===== config.mk =====
export PLATFORM = sky130hd
export DESIGN_NAME = rom_loader_flat
export DESIGN_NICKNAME = d
export VERILOG_FILES = /design/src/rtl/rom_loader_if.sv /design/src/rtl/rom_loader.sv /design/src/flat_wrapper.sv
export SDC_FILE = /design/constraint.sdc
export NUM_CORES = 1
export LEC_CHECK = 0
export ABC_AREA = 1
export CORE_MARGIN = 8
export CORE_UTILIZATION = 50
export DETAILED_ROUTE_END_ITERATION = 6
export PLACE_DENSITY = 0.78
export SLEW_MARGIN = 30
export SYNTH_ARGS = -nofsm -noshare
export SYNTH_HDL_FRONTEND = slang
export SYNTH_SLANG_ARGS = --single-unit

===== constraint.sdc =====
create_clock -name clk -period 1.8 [get_ports clk]
set_clock_uncertainty 0.15 [all_clocks]
set_input_delay 0.18 -clock clk [delete_from_list [all_inputs] [get_ports clk]]
set_output_delay 0.18 -clock clk [all_outputs]
set_load 0.05 [all_outputs]

===== src/rtl/rom_loader_if.sv =====
// ---------------------------------------------------------------------------
// rom_loader_if
// Byte-stream input and instruction-RAM write port of the boot loader.
//   rx_valid / rx_data / rx_ready : byte handshake from the host link
//   wr_en / wr_addr / wr_data     : write strobe into the instruction RAM
// Modports:
//   master : the loader (accepts bytes, drives RAM writes)
//   slave  : the host link and RAM side
// ---------------------------------------------------------------------------
interface rom_loader_if #(
  parameter int ADDR_W = 15
);
  logic              rx_valid;
  logic [7:0]        rx_data;
  logic              rx_ready;
  logic              wr_en;
  logic [ADDR_W-1:0] wr_addr;
  logic [15:0]       wr_data;

  modport master (
    input  rx_valid, rx_data,
    output rx_ready, wr_en, wr_addr, wr_data
  );

  modport slave (
    output rx_valid, rx_data,
    input  rx_ready, wr_en, wr_addr, wr_data
  );
endinterface


===== src/rtl/rom_loader.sv =====
// ---------------------------------------------------------------------------
// rom_loader
// Boot-time program loader for the Hack instruction memory. Receives a byte
// stream (big-endian word count N, N instruction words, optional checksum),
// writes the words sequentially into instruction RAM from address 0 and holds
// the CPU in reset until the image is complete.
//
// Ports:
//   clk        : clock, rising edge
//   rst_n      : asynchronous active-low reset
//   bus        : rom_loader_if.master (rx_* byte handshake, wr_* RAM write)
//   load_req   : single-cycle pulse, restarts loading from DONE or ERR
//   cpu_reset  : high while the CPU must stay in reset (all states but DONE)
//   done       : image loaded, CPU released
//   err        : load aborted (oversized image or checksum mismatch)
//
// Optional feature: define ROM_LOADER_CHECKSUM_EN to require a trailing
// 16-bit checksum (sum of all data words modulo 2^16) before DONE.
// ---------------------------------------------------------------------------
module rom_loader #(
  parameter int ADDR_W    = 15,
  parameter int MAX_WORDS = 32768
) (
  input  logic         clk,
  input  logic         rst_n,
  rom_loader_if.master bus,
  input  logic         load_req,
  output logic         cpu_reset,
  output logic         done,
  output logic         err
);

`ifdef ROM_LOADER_CHECKSUM_EN
  typedef enum logic [3:0] {
    S_IDLE, S_HDR_HI, S_HDR_LO, S_DATA_HI, S_DATA_LO,
    S_CSUM_HI, S_CSUM_LO, S_FINISH, S_DONE, S_ERR
  } state_t;
`else
  typedef enum logic [3:0] {
    S_IDLE, S_HDR_HI, S_HDR_LO, S_DATA_HI, S_DATA_LO,
    S_FINISH, S_DONE, S_ERR
  } state_t;
`endif

  state_t            state;
  state_t            state_nxt;
  logic [7:0]        hi_byte;
  logic [15:0]       remain;
  logic [ADDR_W-1:0] idx;
  logic              accept;
  logic [15:0]       rx_word;
`ifdef ROM_LOADER_CHECKSUM_EN
  logic [15:0]       acc;
`endif

  assign accept  = bus.rx_valid && bus.rx_ready;
  // Every *_LO state sees the full big-endian word on the accepting cycle.
  assign rx_word = {hi_byte, bus.rx_data};

  function automatic logic ready_of(input state_t s);
    case (s)
      S_HDR_HI, S_HDR_LO, S_DATA_HI, S_DATA_LO: ready_of = 1'b1;
`ifdef ROM_LOADER_CHECKSUM_EN
      S_CSUM_HI, S_CSUM_LO:                     ready_of = 1'b1;
`endif
      default:                                  ready_of = 1'b0;
    endcase
  endfunction

  // S_FINISH inserts the cycle that lets the last RAM write land before the
  // CPU leaves reset; with the checksum compiled in the CSUM states do that.
  always_comb begin
    state_nxt = state;
    case (state)
      S_IDLE:    state_nxt = S_HDR_HI;
      S_HDR_HI:  if (accept) state_nxt = S_HDR_LO;
      S_HDR_LO:  if (accept) begin
        if (rx_word == 16'd0) begin
`ifdef ROM_LOADER_CHECKSUM_EN
          state_nxt = S_CSUM_HI;
`else
          state_nxt = S_FINISH;
`endif
        end else if (int'(rx_word) > MAX_WORDS) begin
          state_nxt = S_ERR;
        end else begin
          state_nxt = S_DATA_HI;
        end
      end
      S_DATA_HI: if (accept) state_nxt = S_DATA_LO;
      S_DATA_LO: if (accept) begin
        if (remain == 16'd1) begin
`ifdef ROM_LOADER_CHECKSUM_EN
          state_nxt = S_CSUM_HI;
`else
          state_nxt = S_FINISH;
`endif
        end else begin
          state_nxt = S_DATA_HI;
        end
      end
`ifdef ROM_LOADER_CHECKSUM_EN
      S_CSUM_HI: if (accept) state_nxt = S_CSUM_LO;
      S_CSUM_LO: if (accept) state_nxt = (rx_word == acc) ? S_DONE : S_ERR;
`endif
      S_FINISH:  state_nxt = S_DONE;
      S_DONE,
      S_ERR:     if (load_req) state_nxt = S_IDLE;
      default:   state_nxt = S_IDLE;
    endcase
  end

  // Control state and registered outputs; outputs are decoded from the next
  // state so they line up with the state register.
  always_ff @(posedge clk or negedge rst_n) begin
    if (!rst_n) begin
      state        <= S_IDLE;
      bus.rx_ready <= 1'b0;
      bus.wr_en    <= 1'b0;
      bus.wr_addr  <= '0;
      bus.wr_data  <= '0;
      cpu_reset    <= 1'b1;
      done         <= 1'b0;
      err          <= 1'b0;
    end else begin
      state        <= state_nxt;
      bus.rx_ready <= ready_of(state_nxt);
      cpu_reset    <= (state_nxt != S_DONE);
      done         <= (state_nxt == S_DONE);
      err          <= (state_nxt == S_ERR);
      bus.wr_en    <= (state == S_DATA_LO) && accept;
      if ((state == S_DATA_LO) && accept) begin
        bus.wr_addr <= idx;
        bus.wr_data <= rx_word;
      end
    end
  end

  // Datapath: byte assembly, word index, remaining count and checksum.
  // These are always (re)initialised in HDR_* before use, so no reset.
  always_ff @(posedge clk) begin
    if (accept) hi_byte <= bus.rx_data;

    if (state == S_HDR_HI) begin
      idx <= '0;
    end else if ((state == S_DATA_LO) && accept) begin
      idx <= idx + ADDR_W'(1);
    end

    if ((state == S_HDR_LO) && accept) begin
      remain <= rx_word;
    end else if ((state == S_DATA_LO) && accept) begin
      remain <= remain - 16'd1;
    end

`ifdef ROM_LOADER_CHECKSUM_EN
    if (state == S_HDR_HI) begin
      acc <= 16'd0;
    end else if ((state == S_DATA_LO) && accept) begin
      acc <= acc + rx_word;
    end
`endif
  end

endmodule


===== src/flat_wrapper.sv =====
// flat-port wrapper written by rule: the top's interface ports become plain ports
module rom_loader_flat 
#(
  parameter int ADDR_W    = 15,
  parameter int MAX_WORDS = 32768
)
  (clk, rst_n, load_req, cpu_reset, done, err, bus_rx_valid, bus_rx_data, bus_rx_ready, bus_wr_en, bus_wr_addr, bus_wr_data);
  rom_loader_if #(.ADDR_W(ADDR_W)) bus_i ();
  input  logic clk;
  input  logic rst_n;
  input  logic load_req;
  output logic cpu_reset;
  output logic done;
  output logic err;
  input wire logic [$bits(bus_i.rx_valid)-1:0] bus_rx_valid;
  input wire logic [$bits(bus_i.rx_data)-1:0] bus_rx_data;
  output wire logic [$bits(bus_i.rx_ready)-1:0] bus_rx_ready;
  output wire logic [$bits(bus_i.wr_en)-1:0] bus_wr_en;
  output wire logic [$bits(bus_i.wr_addr)-1:0] bus_wr_addr;
  output wire logic [$bits(bus_i.wr_data)-1:0] bus_wr_data;
  assign bus_i.rx_valid = bus_rx_valid;
  assign bus_i.rx_data = bus_rx_data;
  assign bus_rx_ready = bus_i.rx_ready;
  assign bus_wr_en = bus_i.wr_en;
  assign bus_wr_addr = bus_i.wr_addr;
  assign bus_wr_data = bus_i.wr_data;
  rom_loader #(.ADDR_W(ADDR_W), .MAX_WORDS(MAX_WORDS)) u_core (.clk(clk), .rst_n(rst_n), .bus(bus_i), .load_req(load_req), .cpu_reset(cpu_reset), .done(done), .err(err));
endmodule

Word-level counts from Yosys, hierarchy flattened
Index checks and enable logic that the tools add are counted.
- add/sub/neg operators: 2
- magnitude comparators: 1
- equality and inequality tests: 15
- mux-type cells: 12
- reduce and logical (&&, ||, !) cells: 8
- operator list (cell ; number):
    $mux W16 ; 2
    $eq A4 B3 Y1 const B ; 7
    $pmux W4 S7 ; 1
    $mux W4 ; 6
    $eq A16 B1 Y1 const B ; 1
    $eq A4 B2 Y1 const B ; 4
    $gt A16 B16 Y1 const B ; 1
    $logic_not A16 Y1 ; 1
    $sub A16 B1 Y16 const B ; 1
    $add A15 B1 Y15 const B ; 1
    $eq A4 B1 Y1 const B ; 2
    $mux W3 ; 2
    $logic_not A4 Y1 ; 1
    $ne A4 B3 Y1 const B ; 1
    $reduce_or A4 Y1 ; 1
    $logic_and A1 B1 Y1 ; 3
    $reduce_bool A2 Y1 ; 1
    $reduce_or A2 Y1 ; 1
    $mux W1 ; 1
- register bits after elaboration: 79
- output and inout port bits: 36

Depth between registers and ports, before layout
Gate-level depths: netlist (run 1).
- word-level depth: 8
- depth in mapped cells: 13
- gate-level depth less buffers: 13

Worst setup path before layout (run 1)
Ideal clock, no wire load.
- path kind: register to register
- start: register u_core.bus.rx_ready
- end: register u_core.remain[0], enable pin
- data arrival time: 1805 ps
- slack: -527 ps
- cell stages (with the launch flop): 6
- path buffers: 1
- cell sequence: dfrtp_1 nand2_2 inv_2 nand2_4 clkbuf_1 nand2_1
- longest elaborated chain between the ends: 3
- elaborated cells on any way between the ends: 4
- RTL lines (what ; line ; source):
    from (decl) ; rom_loader_if.sv:22 ; output rx_ready, wr_en, wr_addr, wr_data
    from (signal assigned) ; rom_loader.sv:127 ; bus.rx_ready <= ready_of(state_nxt);
    $logic_and A1 B1 Y1 (*) ; rom_loader.sv:56 ; assign accept = bus.rx_valid && bus.rx_ready;
    named net u_core.accept ; rom_loader.sv:50 ; logic accept;
    $logic_and A1 B1 Y1 (on tied branches) ; rom_loader.sv:150, rom_loader.sv:152 ;
    $reduce_bool A2 Y1 (no source line) (*) ; -- ;
    to (signal assigned) ; rom_loader.sv:151 ; remain <= rx_word;
    to (signal assigned) ; rom_loader.sv:153 ; remain <= remain - 16'd1;
    to (decl) ; rom_loader.sv:48 ; logic [15:0] remain;
Mark *: on every way through the listed nets, which the timed path passes. The rest lies on a longest branch.
A chain may end at the register's enable or synchronous reset.

Final worst setup path (run 1)
- start: register u_core.remain[3]
- end: register u_core.remain[13], data pin
- longest elaborated chain between the ends: 3
- RTL lines (what ; line ; source):
    $sub A16 B1 Y16 ; rom_loader.sv:153 ;
    $mux W16 ; rom_loader.sv:152 ; end else if ((state == S_DATA_LO) && accept) begin
    $mux W16 ; rom_loader.sv:150 ; if ((state == S_HDR_LO) && accept) begin
Every way passes these cells. The select of a mux whose other input is x is not followed.

==> results of run 1 <==
-- power groups by stage --
stage	logic, W	clock network, W	registers, W
2_1_floorplan	0.000142	0	0.00208
3_5_place_dp	0.000428	0	0.00198
3_3_place_gp	0.000421	0	0.00198
4_1_cts	0.000432	0.00135	0.00195
6_report	0.000430	0.00133	0.00195
5_1_grt	0.000466	0.00142	0.00196
-- cell families (layout without fill, tap and decap cells) --
group | after synthesis | count (layout) | synth area share
AND/OR/NAND/NOR | 238 | 238 | 0.288
flip-flops | 79 | 79 | 0.545
AO/OA/AOI/OAI | 54 | 54 | 0.0805
buffers and inverters | 53 | 142 | 0.0569
XOR/XNOR | 8 | 8 | 0.0189
adder cells (fa/ha/maj) | 3 | 3 | 0.0101
other | 1 | 1 | 0.00101
-- critical path, delay by kind of cell, from the launching register on --
family | cells | cell delay, ns
simple gates | 8 | 1.03
flops | 1 | 0.44
-- through the flow --
| step | cells | TNS, ns | instance area [um^2] | hold slack (ns) |
|---|---|---|---|---|
| after global placement | 607 | -0.00201 | 4480 | -0.0116 |
| after floorplan | 436 | 0 | 3730 | -0.266 |
| after global routing | 624 | -0.774 | 4730 | 0.157 |
| after detailed placement | 607 | -0.0804 | 4480 | -0.0119 |
| after CTS | 624 | -0.0165 | 4690 | 0.137 |
| final | 624 | -0.113 | 4730 | 0.136 |
-- final cells by class --
class | instances | share of cell area
Sequential cell | 79 | 0.428
Multi-Input combinational cell | 304 | 0.325
Clock inverter | 5 | 0.0122
Tap cell | 99 | 0.0262
Inverter | 44 | 0.0354
Clock buffer | 11 | 0.0299
Timing Repair Buffer | 82 | 0.143
-- registers in the layout (all words and copies together) (netlist names) --
register,count
u_core.remain,16
u_core.err,1
u_core.state,4
u_core.hi_byte,8
u_core.bus.wr_en,1
u_core.bus.wr_addr,15
u_core.idx,15
u_core.cpu_reset,1
u_core.bus.wr_data,16
u_core.bus.rx_ready,1
u_core.done,1
-- layout by cell type, fill, tap and decap left out, types with 5 or more instances in the layout --
cell type and count:
nor2_4 5, inv_2 7, buf_4 67, nand2_1 140, a31oi_1 5, nand2_4 5, o21ai_0 28, nor2_2 11
nor2_1 39, clkbuf_8 10, nand2_2 5, edfxtp_1 24, nor3_1 7, clkdlybuf4s50_1 10, a21oi_1 13, nand3_1 14
dfrtp_1 38, inv_1 36, dfxtp_1 14
-- worst max path at each step --
| stage | startpoint | to | slack (ns) | cells past startpoint |
|---|---|---|---|---|
| 2_1_floorplan | u_core.remain[0] | u_core.remain[8] | 0.03 | 7 |
| 3_3_place_gp | bus_rx_valid | u_core.bus.rx_ready | -0.002 | 10 |
| 3_5_place_dp | bus_rx_valid | u_core.idx[9] | -0.03 | 8 |
| 4_1_cts | u_core.remain[0] | u_core.remain[8] | -0.01 | 7 |
| 5_1_grt | u_core.remain[3] | u_core.remain[13] | -0.14 | 8 |
| 6_report | u_core.remain[3] | u_core.remain[13] | -0.05 | 8 |
-- cell usage after synthesis, types with 4 or more instances --
master and n:
nand2_1 143, nor2_1 45, dfrtp_1 39, inv_1 38, o21ai_0 28, edfxtp_1 24
nand3_1 16, dfxtp_1 15, a21oi_1 13, nor3_1 7, inv_2 6, nor2_2 6
a31oi_1 5, buf_2 4, clkbuf_1 4, nand2_2 4, nor2_4 4, xnor2_1 4
xor2_1 4
-- layer usage --
metal	up-vias	track usage
met5	-	0
met4	0	0.0926
met3	17	0.0293
met2	76	0.307
met1	1459	0.202
li1	1565	-
-- repair_timing --
item,in CTS,in global routing
endpoints found under the setup margin,2,11
endpoints found under the hold margin,40,0
pin swaps,0,4
hold buffers,1,0
gates resized for setup,3,13
==> flow_metrics.py, run 1 <==
metrics = {
    "status": {
        "status": "finished with violations",
        "violations": "negative setup slack",
    },
    "cts": {
        "clk_pin_slew_ns": 0.08,
        "clk_latency_ns": 0.35,
        "cts.path.max_buffers": 2,
        "numCtsBuffers": 9,
        "htreeDepth": 3,
        "cts-root-buf": "clkbuf_8",
        "post_cts_buffers": 0,
        "tritoncts": "built",
        "clock_sinks": 79,
    },
    "placement": {
        "port_buffers": 47,
        "hpwl_mm": 6.59,
        "place_congestion": 0.929,
        "post-place-ws_ns": -0.0298,
    },
    "detailed_routing": {
        "via_per_inst": 5.00,
        "wl_mm": 8.63,
        "wl_per_cell_um": 13.8,
        "postRouteAntennaNets": 0,
        "dr_total_vias": 3117,
        "met2WireLength_mm": 4.35,
        "met1_length_mm": 3.64,
        "dr_wl_met3_um": 427,
        "dr.pass1.iters": 4,
        "drt_iter0_drc": 145,
        "highest_layer": "met4",
        "drcViolationCount": 0,
    },
    "floorplan": {
        "floorplan.initialDensity": 0.515,
        "rows": 31,
        "core_area_mm2": 0.00721,
        "die_area_mm2": 0.0104,
        "die_w_um": 102,
        "dieHeight_um": 102,
        "pin_count": 48,
    },
    "sta": {
        "setup_ws_ns": -0.0473,
        "drv_slew": 0,
        "min_period_over_period": 1.03,
        "fmax_mhz": 541,
        "setup_viol": 3,
        "rsz0062_at_grt": "true",
        "hold_violations": 0,
        "layout_min_cycle_time_ns": 1.85,
    },
    "global_route": {
        "grt_pass1_wl_mm": 14.3,
        "antenna_found_initial": 0,
        "grt_max_degree": 28,
        "track_usage": 0.176,
        "grt_pass1_vias": 3181,
        "grt_overflow": 0,
    },
    "worst_setup_path": {
        "cp_max_fo": 3,
        "r2r_cells": 8,
        "worst-endpoint-arrival_ns": 1.81,
        "crit_path_end_kind": "flip-flop",
        "required_ns": 1.77,
        "reg2reg_to": "u_core.remain[13]",
        "cp_cell_sequence": "nor2_1, nand2_1, nor2_2, nand3b_1, nor3_4, nand3_1, nand3_1, nand2_1",
        "cp-start-kind": "flip-flop",
        "slowest_delay_ns": 0.44,
        "worstSetupPathType": "reg2reg",
        "critPathSlowestCell": "edfxtp_1",
        "r2r_setup_slack_ns": -0.05,
        "timing.rr.start": "u_core.remain[3]",
    },
    "final_layout": {
        "syn_to_final_growth_pct": 27.4,
        "nets": 535,
        "regArea_mm2": 0.00203,
        "multi_input_area_mm2": 0.00154,
        "drive_gt1_frac": 0.255,
        "fillCellCount": 586,
        "utilization": 0.656,
        "antenna_cells": 0,
    },
    "logic_synthesis": {
        "yosysTopAreaCell": "dfrtp_1",
        "postSynthCellCount": 436,
        "syn-num-nets": 451,
        "synth_cell_types": 38,
        "ys_seq_area_frac": 0.545,
        "yosys_warnings": 0,
        "ys_top_cells_by_area": "dfrtp_1 (26%), edfxtp_1 (19%), nand2_1 (14%)",
        "ys.flop_type": "dfrtp_1",
        "netlist.area_leader.share": 0.263,
        "syn_avg_cell_area_um2": 8.52,
        "synthArstFlopShare": 0.506,
        "syn_area_mm2": 0.00371,
        "synth_edf_count": 24,
        "synth_seq_cells": 79,
    },
    "pwr": {
        "p_sw_frac": 0.264,
        "cellPowerDensity_mw_per_mm2": 783,
        "ir_drop_uv": 374,
        "p_sw_w": 0.000978,
        "p_seq_frac": 0.526,
        "p_leak_nw": 2.24,
        "clockPowerShare": 0.358,
        "p_comb_frac": 0.116,
        "power.total_w": 0.00370,
        "p_int_w": 0.00273,
    },
    "run": {
        "cap_violations": 0,
    },
    "worst_hold_path": {
        "hold_class": "in2async",
    },
}
No activity file was read; power rests on OpenSTA's default activity.
==> run 2: changes to the inputs <==
--- a/config.mk
+++ b/config.mk
@@ -6,10 +6,11 @@
 export NUM_CORES = 1
 export LEC_CHECK = 0
 export ABC_AREA = 1
+export CAP_MARGIN = 15
 export CORE_MARGIN = 8
 export CORE_UTILIZATION = 50
 export DETAILED_ROUTE_END_ITERATION = 6
-export PLACE_DENSITY = 0.78
+export PLACE_DENSITY_LB_ADDON = 0.15
 export SLEW_MARGIN = 30
 export SYNTH_ARGS = -nofsm -noshare
 export SYNTH_HDL_FRONTEND = slang
==> run 2 against run 1 <==
The flow still finishes with violations (negative setup slack). Critical path depth grew 3. Power shrank 2.2%. Combinational power grew 6.5%. Sequential share of layout area shrank 1.6 points. Hold slack gained 0.097 ns.
==> flow_metrics.py, run 2 (synthesis gave the netlist of run 1 again) <==
metrics = {
    "sta": {
        "fmax_mhz": 536,
        "setup_ws_ns": -0.0664,
        "drv_slew": 0,
        "tns_ns": -0.229,
        "whs_ns": 0.233,
        "worst_slew_pin_slew_ns": 0.624,
        "layout_min_cycle_time_ns": 1.87,
        "rsz0062_at_grt": "true",
        "slew-limit-headroom": 0.584,
        "hold_violations": 0,
        "min_period_over_period": 1.04,
        "setup_viol": 5,
    },
    "detailed_routing": {
        "dr_total_vias": 3148,
        "via_per_inst": 4.90,
        "wl_mm": 9.02,
        "postRouteAntennaNets": 0,
        "drt_iter0_drc": 144,
        "wl_per_cell_um": 14.0,
        "dr.pass1.iters": 5,
        "drcViolationCount": 0,
    },
    "worst_setup_path": {
        "critPathSlowestCell": "edfxtp_1",
        "crit_buf_inv": 2,
        "worst-endpoint-arrival_ns": 1.96,
        "required_ns": 1.89,
        "crit_path_end_kind": "flip-flop",
        "cpLargestDelayFamily": "simple AND/OR/NAND/NOR gates",
        "startpoint": "u_core.remain[6]",
        "crit_path_frequent_cell": "nand2_1",
        "slowest_delay_ns": 0.42,
        "worstSetupPathType": "reg2reg",
        "timing.rr.start": "u_core.remain[6]",
        "cp_cell_sequence": "buf_6, nor2_1, nand2_1, nor2_1, nand2_1, a21oi_2, nand2_2, nor2_1, nand2_1, nand2_1, inv_1",
        "cp_max_fo": 3,
        "cp-start-kind": "flip-flop",
    },
    "final_layout": {
        "utilization": 0.681,
        "antenna_cells": 0,
        "drive_gt1_frac": 0.293,
        "syn_to_final_growth_pct": 32.2,
        "nets": 553,
        "final_cell_mix": "nand2_1 (140), buf_4 (82), nor2_1 (37), dfrtp_1 (37), inv_1 (35)",
        "mostFrequentLayoutCell": "nand2_1",
        "fillCellCount": 611,
        "regArea_mm2": 0.00203,
        "reg_top3": "u_core.bus.wr_data (16), u_core.remain (16)",
        "instances_no_fill": 642,
        "multi_input_area_mm2": 0.00158,
    },
    "floorplan": {
        "floorplan.initialDensity": 0.515,
        "dieHeight_um": 102,
        "rows": 31,
        "die_w_um": 102,
        "core_area_mm2": 0.00721,
        "die_area_mm2": 0.0104,
        "pin_count": 48,
    },
    "pwr": {
        "p_int_w": 0.00258,
        "clockPowerShare": 0.336,
        "p_leak_nw": 2.33,
        "cellPowerDensity_mw_per_mm2": 738,
        "p_seq_frac": 0.538,
        "p_sw_w": 0.00104,
        "ir_drop_uv": 382,
        "p_comb_frac": 0.127,
        "p_sw_frac": 0.287,
    },
    "cts": {
        "tritoncts": "built",
        "clock_sinks": 79,
        "clk_latency_ns": 0.35,
        "htreeDepth": 3,
        "cts.path.max_buffers": 2,
        "numCtsBuffers": 9,
        "cts-root-buf": "clkbuf_8",
        "clk_pin_slew_ns": 0.09,
    },
    "run": {
        "cap_violations": 0,
    },
    "global_route": {
        "grt_pass1_vias": 3062,
        "grt_overflow": 0,
        "grt_pass1_wl_mm": 14.3,
        "antenna_found_initial": 0,
        "track_usage": 0.175,
        "grt_max_degree": 38,
    },
    "worst_hold_path": {
        "hold_class": "in2async",
    },
    "placement": {
        "place_congestion": 0.876,
        "hpwl_mm": 6.48,
        "port_buffers": 47,
        "placedCellCount": 608,
    },
    "status": {
        "status": "finished with violations",
        "violations": "negative setup slack",
    },
}
run 2: cell count changes in the layout (fill, tap and decap cells not counted), sizes merged:
cell      delta
buf         +18
bufinv       -1
clkbuf       -2
clkinv       +2
clkinvlp     -1
inv          +2
run 2: final timing paths:
check,endpoint,slack (ns),depth (start not counted)
worst max-delay path,u_core.bus.rx_ready,-0.07,11
worst min register to register,u_core.bus.wr_addr[4],0.32,2
worst min-delay path,u_core.state[0],0.23,2
worst max register to register,u_core.bus.rx_ready,-0.07,11
min in group clk,u_core.bus.wr_addr[4],0.32,2
max in group asynchronous,u_core.bus.wr_addr[13],0.68,3
run 2: repair_timing:
item                                   CTS  global route
setup endpoints to repair                4            15
cloned                                   0             0
hold buffers                             1             0
endpoints found under the hold margin   23             0
buffers inserted                         5            14
pin swaps                                0            16
resized for setup                        5            25
run 2: layout make-up:
cell class                 instances  share of cell area
clock buffer                       9              0.0252
clock inverter                     7              0.0115
inverter                          44              0.0341
multi-input combinational        304               0.322
sequential                        79               0.413
tap                               99              0.0252
timing repair buffer             100               0.170
run 2: power groups by stage:
| stage | clock network [W] | logic [W] | registers [W] |
|---|---|---|---|
| 2_1_floorplan | 0 | 0.000142 | 0.00208 |
| 3_3_place_gp | 0 | 0.000423 | 0.00199 |
| 3_5_place_dp | 0 | 0.000430 | 0.00199 |
| 4_1_cts | 0.00125 | 0.000435 | 0.00195 |
| 5_1_grt | 0.00131 | 0.000494 | 0.00196 |
| 6_report | 0.00122 | 0.000458 | 0.00195 |
run 2: metal layers:
metal	global-route usage	vias to the layer above	routed length, um
met5	0	-	0
met3	0.0279	19	411
met2	0.300	87	4470
met4	0.0711	0	202
met1	0.215	1449	3940
li1	-	1593	-
run 2: worst register-to-register path, stage by stage, from the launching register on:
cell,delay [ns]
edfxtp_1,0.42
buf_6,0.14
nor2_1,0.07
nand2_1,0.14
nor2_1,0.14
nand2_1,0.11
a21oi_2,0.21
nand2_2,0.11
nor2_1,0.12
nand2_1,0.06
nand2_1,0.06
inv_1,0.03
run 2: stage by stage:
step | worst slack, ns | area [um^2] | total power (W)
after floorplan | 0.0289 | 3730 | 0.00223
after global placement | -0.0239 | 4500 | 0.00241
after detailed placement | -0.0614 | 4500 | 0.00242
after CTS | -0.0459 | 4730 | 0.00363
after global routing | -0.170 | 4910 | 0.00376
final | -0.0664 | 4910 | 0.00362
